==> src/rtl/mic_pkg.sv <==
// Shared constants, width helpers and the PCM sample type for the PDM
// microphone CIC decimator.
package mic_pkg;

   localparam int DECIM_DEFAULT = 64;
   localparam int OUT_W_DEFAULT = 16;
   localparam int CIC_ORDER     = 3;

   typedef logic signed [OUT_W_DEFAULT-1:0] pcm_t;

   // Accumulator width: full CIC bit growth (order*log2(R)) plus sign and
   // one guard bit so the +full-scale value is still representable.
   function automatic int acc_width(input int decim);
      return CIC_ORDER * $clog2(decim) + 2;
   endfunction

   // Right shift that maps the CIC gain R^order onto the OUT_W-bit range.
   // Negative for small ratios, in which case the result is left-shifted.
   function automatic int out_shift(input int decim, input int out_w);
      return CIC_ORDER * $clog2(decim) - (out_w - 1);
   endfunction

endpackage

==> src/rtl/cic_comb_stage.sv <==
// One CIC comb section: registered y = x - x_prev, evaluated once per
// decimated sample. Arithmetic wraps modulo 2^W by design.
module cic_comb_stage #(
   parameter int W = 20
) (
   input  logic         clk,
   input  logic         reset,
   input  logic         i_en,
   input  logic [W-1:0] i_din,
   output logic [W-1:0] o_dout
);

   logic [W-1:0] r_dly;
   logic [W-1:0] r_out;

   // Difference against the previous decimated input, then remember it.
   always_ff @(posedge clk or negedge reset) begin
      if (!reset) begin
         r_dly <= '0;
         r_out <= '0;
      end else if (i_en) begin
         r_out <= i_din - r_dly;
         r_dly <= i_din;
      end
   end

   assign o_dout = r_out;

endmodule

==> src/rtl/pdm_cic_decimator.sv <==
// 1-bit PDM to signed PCM: 3rd-order CIC (inline integrators, three comb
// stages), arithmetic scaling with saturation, and a valid/ready output
// register with a sticky overrun flag.
module pdm_cic_decimator
   import mic_pkg::*;
#(
   parameter int DECIM = DECIM_DEFAULT,
   parameter int OUT_W = OUT_W_DEFAULT
) (
   input  logic                    clk,
   input  logic                    reset,
   input  logic                    pdm_bit,
   input  logic                    pdm_valid,
   output logic signed [OUT_W-1:0] pcm_data,
   output logic                    pcm_valid,
   input  logic                    pcm_ready,
   output logic                    overrun,
   input  logic                    overrun_clr
);

   localparam int ACC_W  = acc_width(DECIM);
   localparam int SHIFT  = out_shift(DECIM, OUT_W);
   localparam int CW     = $clog2(DECIM);
   localparam int STAGES = CIC_ORDER;
   // Scaling width: room for the accumulator or the output, plus one bit so
   // +full-scale survives a left shift before it is clamped.
   localparam int WW     = ((ACC_W > OUT_W) ? ACC_W : OUT_W) + 1;
   localparam int SHR    = (SHIFT > 0) ? SHIFT : 0;
   localparam int SHL    = (SHIFT < 0) ? -SHIFT : 0;

   localparam logic signed [WW-1:0] PMAX = {{(WW-OUT_W+1){1'b0}}, {(OUT_W-1){1'b1}}};
   localparam logic signed [WW-1:0] PMIN = {{(WW-OUT_W+1){1'b1}}, {(OUT_W-1){1'b0}}};

   logic [ACC_W-1:0]        w_x;
   logic [ACC_W-1:0]        r_i1, r_i2, r_i3;
   logic [CW-1:0]           r_cnt;
   logic [STAGES:0]         r_vld_pipe;
   logic [ACC_W-1:0]        w_comb [0:STAGES];
   logic signed [WW-1:0]    w_ext;
   logic signed [WW-1:0]    w_scaled;
   logic signed [OUT_W-1:0] w_pcm_next;
   logic                    w_load;

   // PDM 1 -> +1, 0 -> -1 (all ones).
   assign w_x = pdm_bit ? {{(ACC_W-1){1'b0}}, 1'b1} : '1;

   // Pipelined integrators: each stage adds the pre-update value of the one before.
   always_ff @(posedge clk or negedge reset) begin
      if (!reset) begin
         r_i1 <= '0;
         r_i2 <= '0;
         r_i3 <= '0;
      end else if (pdm_valid) begin
         r_i1 <= r_i1 + w_x;
         r_i2 <= r_i2 + r_i1;
         r_i3 <= r_i3 + r_i2;
      end
   end

   // Decimation counter; power-of-two ratio lets it wrap on its own.
   always_ff @(posedge clk or negedge reset) begin
      if (!reset) r_cnt <= '0;
      else if (pdm_valid) r_cnt <= r_cnt + CW'(1);
   end

   // Bit 0 is the decimation tick, bit k marks comb stage k output as fresh.
   always_ff @(posedge clk or negedge reset) begin
      if (!reset) r_vld_pipe <= '0;
      else r_vld_pipe <= {r_vld_pipe[STAGES-1:0], pdm_valid & (&r_cnt)};
   end

   assign w_comb[0] = r_i3;

   for (genvar k = 0; k < STAGES; k++) begin : g_comb
      cic_comb_stage #(.W(ACC_W)) u_comb (
         .clk    (clk),
         .reset  (reset),
         .i_en   (r_vld_pipe[k]),
         .i_din  (w_comb[k]),
         .o_dout (w_comb[k+1])
      );
   end

   // Scale the comb output into PCM range and clamp (only +full-scale clips).
   always_comb begin
      w_ext    = $signed({{(WW-ACC_W){w_comb[STAGES][ACC_W-1]}}, w_comb[STAGES]});
      w_scaled = (w_ext >>> SHR) <<< SHL;
      if (w_scaled > PMAX)      w_pcm_next = PMAX[OUT_W-1:0];
      else if (w_scaled < PMIN) w_pcm_next = PMIN[OUT_W-1:0];
      else                      w_pcm_next = w_scaled[OUT_W-1:0];
   end

   assign w_load = r_vld_pipe[STAGES];

   // Output register: a new sample always wins, overwriting an untaken one.
   always_ff @(posedge clk or negedge reset) begin
      if (!reset) begin
         pcm_data  <= '0;
         pcm_valid <= 1'b0;
      end else if (w_load) begin
         pcm_data  <= w_pcm_next;
         pcm_valid <= 1'b1;
      end else if (pcm_ready) begin
         pcm_valid <= 1'b0;
      end
   end

   // Sticky overrun; a set on the same edge as a clear takes priority.
   always_ff @(posedge clk or negedge reset) begin
      if (!reset) overrun <= 1'b0;
      else if (w_load && pcm_valid && !pcm_ready) overrun <= 1'b1;
      else if (overrun_clr) overrun <= 1'b0;
   end

endmodule

==> config.mk <==
export PLATFORM = sky130hd
export DESIGN_NAME = pdm_cic_decimator
export DESIGN_NICKNAME = d
export VERILOG_FILES = /design/src/rtl/mic_pkg.sv /design/src/rtl/cic_comb_stage.sv /design/src/rtl/pdm_cic_decimator.sv
export SDC_FILE = /design/constraint.sdc
export NUM_CORES = 1
export LEC_CHECK = 0
export BUFFER_PORTS_ARGS = -buffer_cell sky130_fd_sc_hd__buf_2
export CAP_MARGIN = 20
export CORE_ASPECT_RATIO = 1.2
export CORE_UTILIZATION = 57
export DETAILED_ROUTE_END_ITERATION = 10
export GPL_ROUTABILITY_DRIVEN = 0
export PLACE_DENSITY = 0.76
export SYNTH_ARGS = -nofsm -noshare
export SYNTH_HDL_FRONTEND = slang
export SYNTH_SLANG_ARGS = --single-unit
export TNS_END_PERCENT = 5
==> constraint.sdc <==
create_clock -name clk -period 2.75 [get_ports clk]
set_input_delay 0.275 -clock clk [delete_from_list [all_inputs] [get_ports clk]]
set_output_delay 0.275 -clock clk [all_outputs]
set_load 0.05 [all_outputs]
==> impl_metrics.tcl, run 1 <==
set metrics [dict create \
    die_y_um 168 \
    fillers 1749 \
    yosys-top-cells-count "205 x dfrtp_1, 141 x nand2_1, 113 x ha_1" \
    synth_nets 1482 \
    nNetsFinal 1547 \
    rsz0062_at_grt "true" \
    drv_cap 0 \
    run_status "finished clean" \
    required_ns 3.19 \
    cts.sinks 205 \
    syn_area_um2 13100 \
    avgRoutedWirePerCell_um 14.3 \
    synth_top_family_by_area "compound AO/OA/AOI/OAI gates" \
    dp.cells 1672 \
    grt_pass1_wl_mm 42.7 \
    power_density_nw_per_um2 1170 \
    root_buffer "clkbuf_16" \
    end_kind "flip-flop" \
    max-slew-margin-rel_pct 39.2 \
    drt_wl_total_mm 24.5 \
    yosys_most_used_dff "dfrtp_1" \
    grt_usage_pct 21.6 \
    r2r_start "g_comb[0].u_comb.o_dout[0]$_DFFE_PN0P_" \
    max_freq_mhz 377 \
    synthDistinctLibCells 75 \
    finalHoldViolCount 0 \
    synth_largest_area_cell "dfrtp_1" \
    die_area_um2 23500 \
    p_leak_nw 6.93 \
    synth.most_common_cell "dfrtp_1" \
    start_util_pct 58.1 \
    finalCritPeriodShare_pct 96.5 \
    synth_edf_count 0 \
    setup_viol 0 \
    post_drt_via_cell_ratio 5.72 \
    ios 24 \
    htree_levels 1 \
    antenna_cells 0 \
    cts_made_buffers 23 \
    io_buffer_count 23 \
    antenna_found_initial 0 \
    drive_gt1_share_pct 17.8 \
    ir_worst_vdd_mv 0.771 \
    grt_max_degree 82 \
    crit_arrival_ns 3.09 \
    insertion_delay_ns 0.51 \
    vias 9826 \
    drt_first_pass_iters 5 \
    slowest_delay_ns 0.50 \
    yosysWarnings 0 \
    drv_slew 0 \
    synth_xor_area_share_pct 6.17 \
    synthSimpleGateAreaFrac_pct 12.9 \
    ys_seq_area_share_pct 39.3 \
    cts_tree "yes" \
    holdCritStartpoint "overrun_clr" \
    ctsLongestPathBuffers 3 \
    rows 60 \
    synth_compound_area_share_pct 17.6 \
    worst-slew-pin-transition_ns 0.912 \
    hpwl_mm 17.7 \
    synth.avg_cell_area_um2 9.61 \
    path_cells "inv_1, ha_2, fa_2, nor2b_1, o21ai_1, a21boi_1, o211ai_1, a211oi_2, buf_4, nor3_1, or4_1, nand3_1" \
    dr.first_iter.drc_count 394 \
    finClkSkew_ns 0.0102 \
    fin_cells 1717 \
    core_um2 22400 \
    crit_fanout 3 \
    async_reset_ff_share_pct 100 \
    fp.dieW_um 140 \
    min_period_ns 2.65 \
    fin_util_pct 65.7 \
    hold_class "input port to flip-flop" \
    ant_nets 0 \
    crit_slowest_cell "or4_1" \
    startpoint "g_comb[0].u_comb.o_dout[0]$_DFFE_PN0P_" \
    ys_ff_latch 205 \
    start_kind "flip-flop" \
    syn_inst 1358 \
    crit_type "flip-flop to flip-flop" \
    synth.area.top_cells "dfrtp_1 39%, ha_1 11%, mux2_2 8.1%" \
    synth_top_area_share_pct 39.3 \
    fin_tns_setup_ns 0 \
    grt_pass1_vias 9742 \
    synth_fa_ha_area_share_pct 11.6 \
    overflow 0 \
    clkTransAtPathRegs_ns 0.06 \
    synth.area.mux_share_pct 8.45 \
    drc 0 \
    areaGrowthSynthToFinish_pct 13.0 \
]
kinds of logic after synthesis:
logic type / count (synthesis)
buf+inv: 133
compound gates: 355
mux: 98
fa+ha+maj: 118
xor+xnor: 92
simple gates: 357
flops: 205
layout make-up:
type	instances	area [um^2]	area share (%)
Sequential cell	205	5130	34.8
Clock inverter	11	189	1.28
Timing Repair Buffer	82	594	4.03
Clock buffer	29	638	4.32
Tap cell	279	349	2.37
Inverter	91	345	2.34
Multi-Input combinational cell	1020	7500	50.9
what timing repair did:
item | in CTS | in global routing
hold buffers | 1 | 0
pin swaps | 0 | 13
buffers inserted | 0 | 4
gates resized for setup | 7 | 23
endpoints found under the hold margin | 77 | 0
setup endpoints to repair | 12 | 20
critical path, delay by kind of cell (launching register included):
family	cells	cell delay (ns)
AO/OA/AOI/OAI	4	0.75
flip-flops	1	0.33
adder cells (fa/ha/maj)	2	0.53
buffers and inverters	2	0.22
AND/OR/NAND/NOR	4	0.76
flip-flops by register name, indices dropped and copies added, names as in the netlist:
register              cells
r_cnt                     6
overrun                   1
pcm_valid                 1
r_vld_pipe                4
pcm_data                 16
r_i1                     20
g_comb.u_comb.o_dout     57
r_i2                     20
r_i3                     20
g_comb.u_comb.r_dly      60
through the flow:
stage	total power (W)	setup slack (ns)	cell area, um^2	hold WS (ns)
2_1_floorplan	0.0114	0.0333	13100	-0.0206
3_3_place_gp	0.0132	-0.137	13800	0.354
3_5_place_dp	0.0135	-0.203	13800	0.359
4_1_cts	0.0170	-0.0420	14600	0.0321
5_1_grt	0.0188	-0.0802	14800	0.0675
6_report	0.0173	0.0971	14800	0.0450
final timing paths:
check	to	slack, ns	cells past startpoint
min	overrun$_DFFE_PN0P_	0.05	3
min reg2reg	r_cnt[5]$_DFFE_PN0P_	0.46	1
max reg2reg	g_comb[1].u_comb.o_dout[16]$_DFFE_PN0P_	0.1	12
max in group asynchronous	g_comb[2].u_comb.o_dout[19]$_DFFE_PN0P_	1.63	3
max	g_comb[1].u_comb.o_dout[16]$_DFFE_PN0P_	0.1	12
min in group asynchronous	g_comb[2].u_comb.r_dly[3]$_DFFE_PN0P_	0.38	2
layout by cell type, fill, tap and decap left out, drive strengths merged, types with 46 or more instances in the layout:
cell   netlist  layout
a21o        46      46
a21oi       84      84
buf          5      80
dfrtp      205     205
ha         113     113
inv         90      89
mux2        95      95
nand2      141     141
nor2        79      79
o21ai      103     103
xnor2       63      63
power by group:
group	leakage, nW	internal (W)	switching, W
Sequential	2.71	0.00369	0.000610
Combinational	3.82	0.00483	0.00486
Clock	0.401	0.00211	0.00120
Total	6.93	0.0106	0.00667
layer usage:
layer,vias to the layer above,wire length [um],track usage [%]
met4,0,731,8.41
met2,127,12800,41.5
li1,5000,-,-
met5,-,0,0
met1,4643,10400,24.1
met3,56,567,2.49
Note: power is estimated with default switching activity, not from simulation.
==> run 2, diff against run 1 <==
--- a/config.mk
+++ b/config.mk
@@ -14,5 +14,6 @@
 export PLACE_DENSITY = 0.76
 export SYNTH_ARGS = -nofsm -noshare
 export SYNTH_HDL_FRONTEND = slang
+export SYNTH_HIERARCHICAL = 1
 export SYNTH_SLANG_ARGS = --single-unit
 export TNS_END_PERCENT = 5
==> run 2 against run 1 <==
Against the previous run:
- clock skew is 0.0011 ns higher
- worst setup slack better by 0.022 ns
- power grew 2.7%
- clock power fell by 5%
- highest routed layer unchanged
- worst hold slack gained 0.0082 ns
- sequential power up 2%
- cell area increased by 3.7%
- first-iteration DRC count rose by 65%
==> impl_metrics.tcl, run 2 <==
set metrics [dict create \
    run_status "finished clean" \
    cts_setup_buffers 0 \
    nNetsFinal 1646 \
    crit_type "flip-flop to flip-flop" \
    post_drt_via_cell_ratio 6.00 \
    root_buffer "clkbuf_16" \
    antenna_found_initial 0 \
    antenna_cells 0 \
    reg2reg_slack_ns 0.12 \
    vias 11100 \
    power_frac_seq_pct 24.6 \
    clkTransAtPathRegs_ns 0.06 \
    insertion_delay_ns 0.51 \
    yosysWarnings 6 \
    required_ns 3.15 \
    overflow 0 \
    largest_reg_flops 60 \
    crit_fanout 5 \
    grt_max_degree 81 \
    drive_gt1_share_pct 12.5 \
    hold_class "input port to flip-flop" \
    start_util_pct 58.3 \
    crit_arrival_ns 3.03 \
    fp.dieW_um 145 \
    finalHoldViolCount 0 \
    htree_levels 1 \
    grt_pass1_wl_mm 52.3 \
    syn_area_um2 14000 \
    synth.avg_cell_area_um2 9.32 \
    setup_viol 0 \
    syn_inst 1503 \
    final_common_cell "dfrtp_1" \
    combPwrFrac_pct 57.8 \
    ir_worst_vdd_mv 0.731 \
    grt_usage_pct 24.8 \
    drt_wl_total_mm 30.6 \
    max_freq_mhz 380 \
    synth_nets 1629 \
    dr.first_iter.drc_count 652 \
    power_frac_clock_pct 17.6 \
    min_period_ns 2.63 \
    end_kind "flip-flop" \
    cts.sinks 205 \
    rows 62 \
    fin_util_pct 63.6 \
    power_density_nw_per_um2 1160 \
    drc 0 \
    mostFrequentLayoutCells "202 x dfrtp_1, 181 x nand2_1, 121 x o21ai_0, 114 x ha_1, 92 x a21oi_1" \
    ios 24 \
    fin_tns_setup_ns 0 \
    die_area_um2 25200 \
    grt_pass1_vias 11300 \
    rsz0062_at_grt "false" \
    drt_first_pass_iters 6 \
    io_buffer_count 23 \
    finClkSkew_ns 0.0113 \
    ant_nets 0 \
    cts_tree "yes" \
    max-slew-margin-rel_pct 47.9 \
    switching_share_pct 42.7 \
    p_leak_nw 7.00 \
    start_kind "flip-flop" \
    power.switching_w 0.00759 \
    drv_slew 0 \
    finalCritPeriodShare_pct 95.7 \
    core_um2 24000 \
    regMostFlops "g_comb.u_comb/r_dly" \
    worst-slew-pin-transition_ns 0.773 \
    drv_cap 0 \
    hpwl_mm 22.5 \
    ctsLongestPathBuffers 3 \
    die_y_um 174 \
    areaGrowthSynthToFinish_pct 9.19 \
    p_int_w 0.0102 \
    avgRoutedWirePerCell_um 16.5 \
    cts_made_buffers 23 \
]
run 2: worst paths after layout:
check                      depth (start not counted)               startpoint                                    end
max                                                9      r_i2[0]$_DFFE_PN0P_                   r_i2[16]$_DFFE_PN0P_
min                                                3              overrun_clr                    overrun$_DFFE_PN0P_
max reg2reg                                        9      r_i2[0]$_DFFE_PN0P_                   r_i2[16]$_DFFE_PN0P_
min reg2reg                                        0  r_vld_pipe[2]$_DFF_PN0_                r_vld_pipe[3]$_DFF_PN0_
max in group asynchronous                          3                    reset  g_comb[1].u_comb/r_dly[9]$_DFFE_PN0P_
min in group asynchronous                          2                    reset  g_comb[2].u_comb/r_dly[2]$_DFFE_PN0P_
run 2: area by class of cell:
type                       instances  area (um^2)
timing repair buffer              46          362
clock buffer                      34          697
tap                              320          400
inverter                          89          334
multi-input combinational       1155         8290
sequential                       205         5130
fill                            1945         8750
clock inverter                     6         83.8
run 2: power groups by stage:
stage | Sequential [W] | Clock [W] | Combinational (W)
after floorplan | 0.00419 | 0 | 0.00811
after global placement | 0.00438 | 0 | 0.00973
after detailed placement | 0.00440 | 0 | 0.00999
after CTS | 0.00436 | 0.00320 | 0.0101
after global routing | 0.00447 | 0.00332 | 0.0114
final | 0.00437 | 0.00313 | 0.0103
run 2: layer usage:
metal / GRT usage [%] / part of all wire (%) / vias to the layer above
met3: 2.71 / 2.8 / 90
met4: 12.0 / 4.2 / 0
met2: 46.7 / 52 / 212
met1: 27.8 / 41 / 5304
met5: 0 / 0 / -
li1: - / - / 5519
run 2: metrics by stage:
step	area [um^2]	setup WS, ns	instances	total power (W)	hold WS, ns
after floorplan	14000	0.204	1503	0.0123	-0.0206
after CTS	15300	0.0553	1855	0.0177	0.0403
final	15300	0.119	1855	0.0178	0.0532
after global placement	14500	0.0652	1814	0.0141	0.363
after detailed placement	14500	0.0119	1814	0.0144	0.363
after global routing	15300	0.00904	1855	0.0192	0.0588
run 2: worst max-delay path, cell delays in order, from the launching register on:
cell	delay, ns
dfrtp_1	0.39
ha_1	0.23
fa_2	0.37
a21o_1	0.20
a21boi_2	0.19
o21ai_1	0.13
and3_4	0.23
a311oi_2	0.30
mux2i_1	0.11
a2111o_1	0.38
run 2: repair_timing:
| action | 4_1_cts | 5_1_grt |
|---|---|---|
| gates resized for setup | 0 | 3 |
| hold buffers | 1 | 0 |
| setup endpoints to repair | 0 | 3 |
| endpoints found under the hold margin | 76 | 0 |
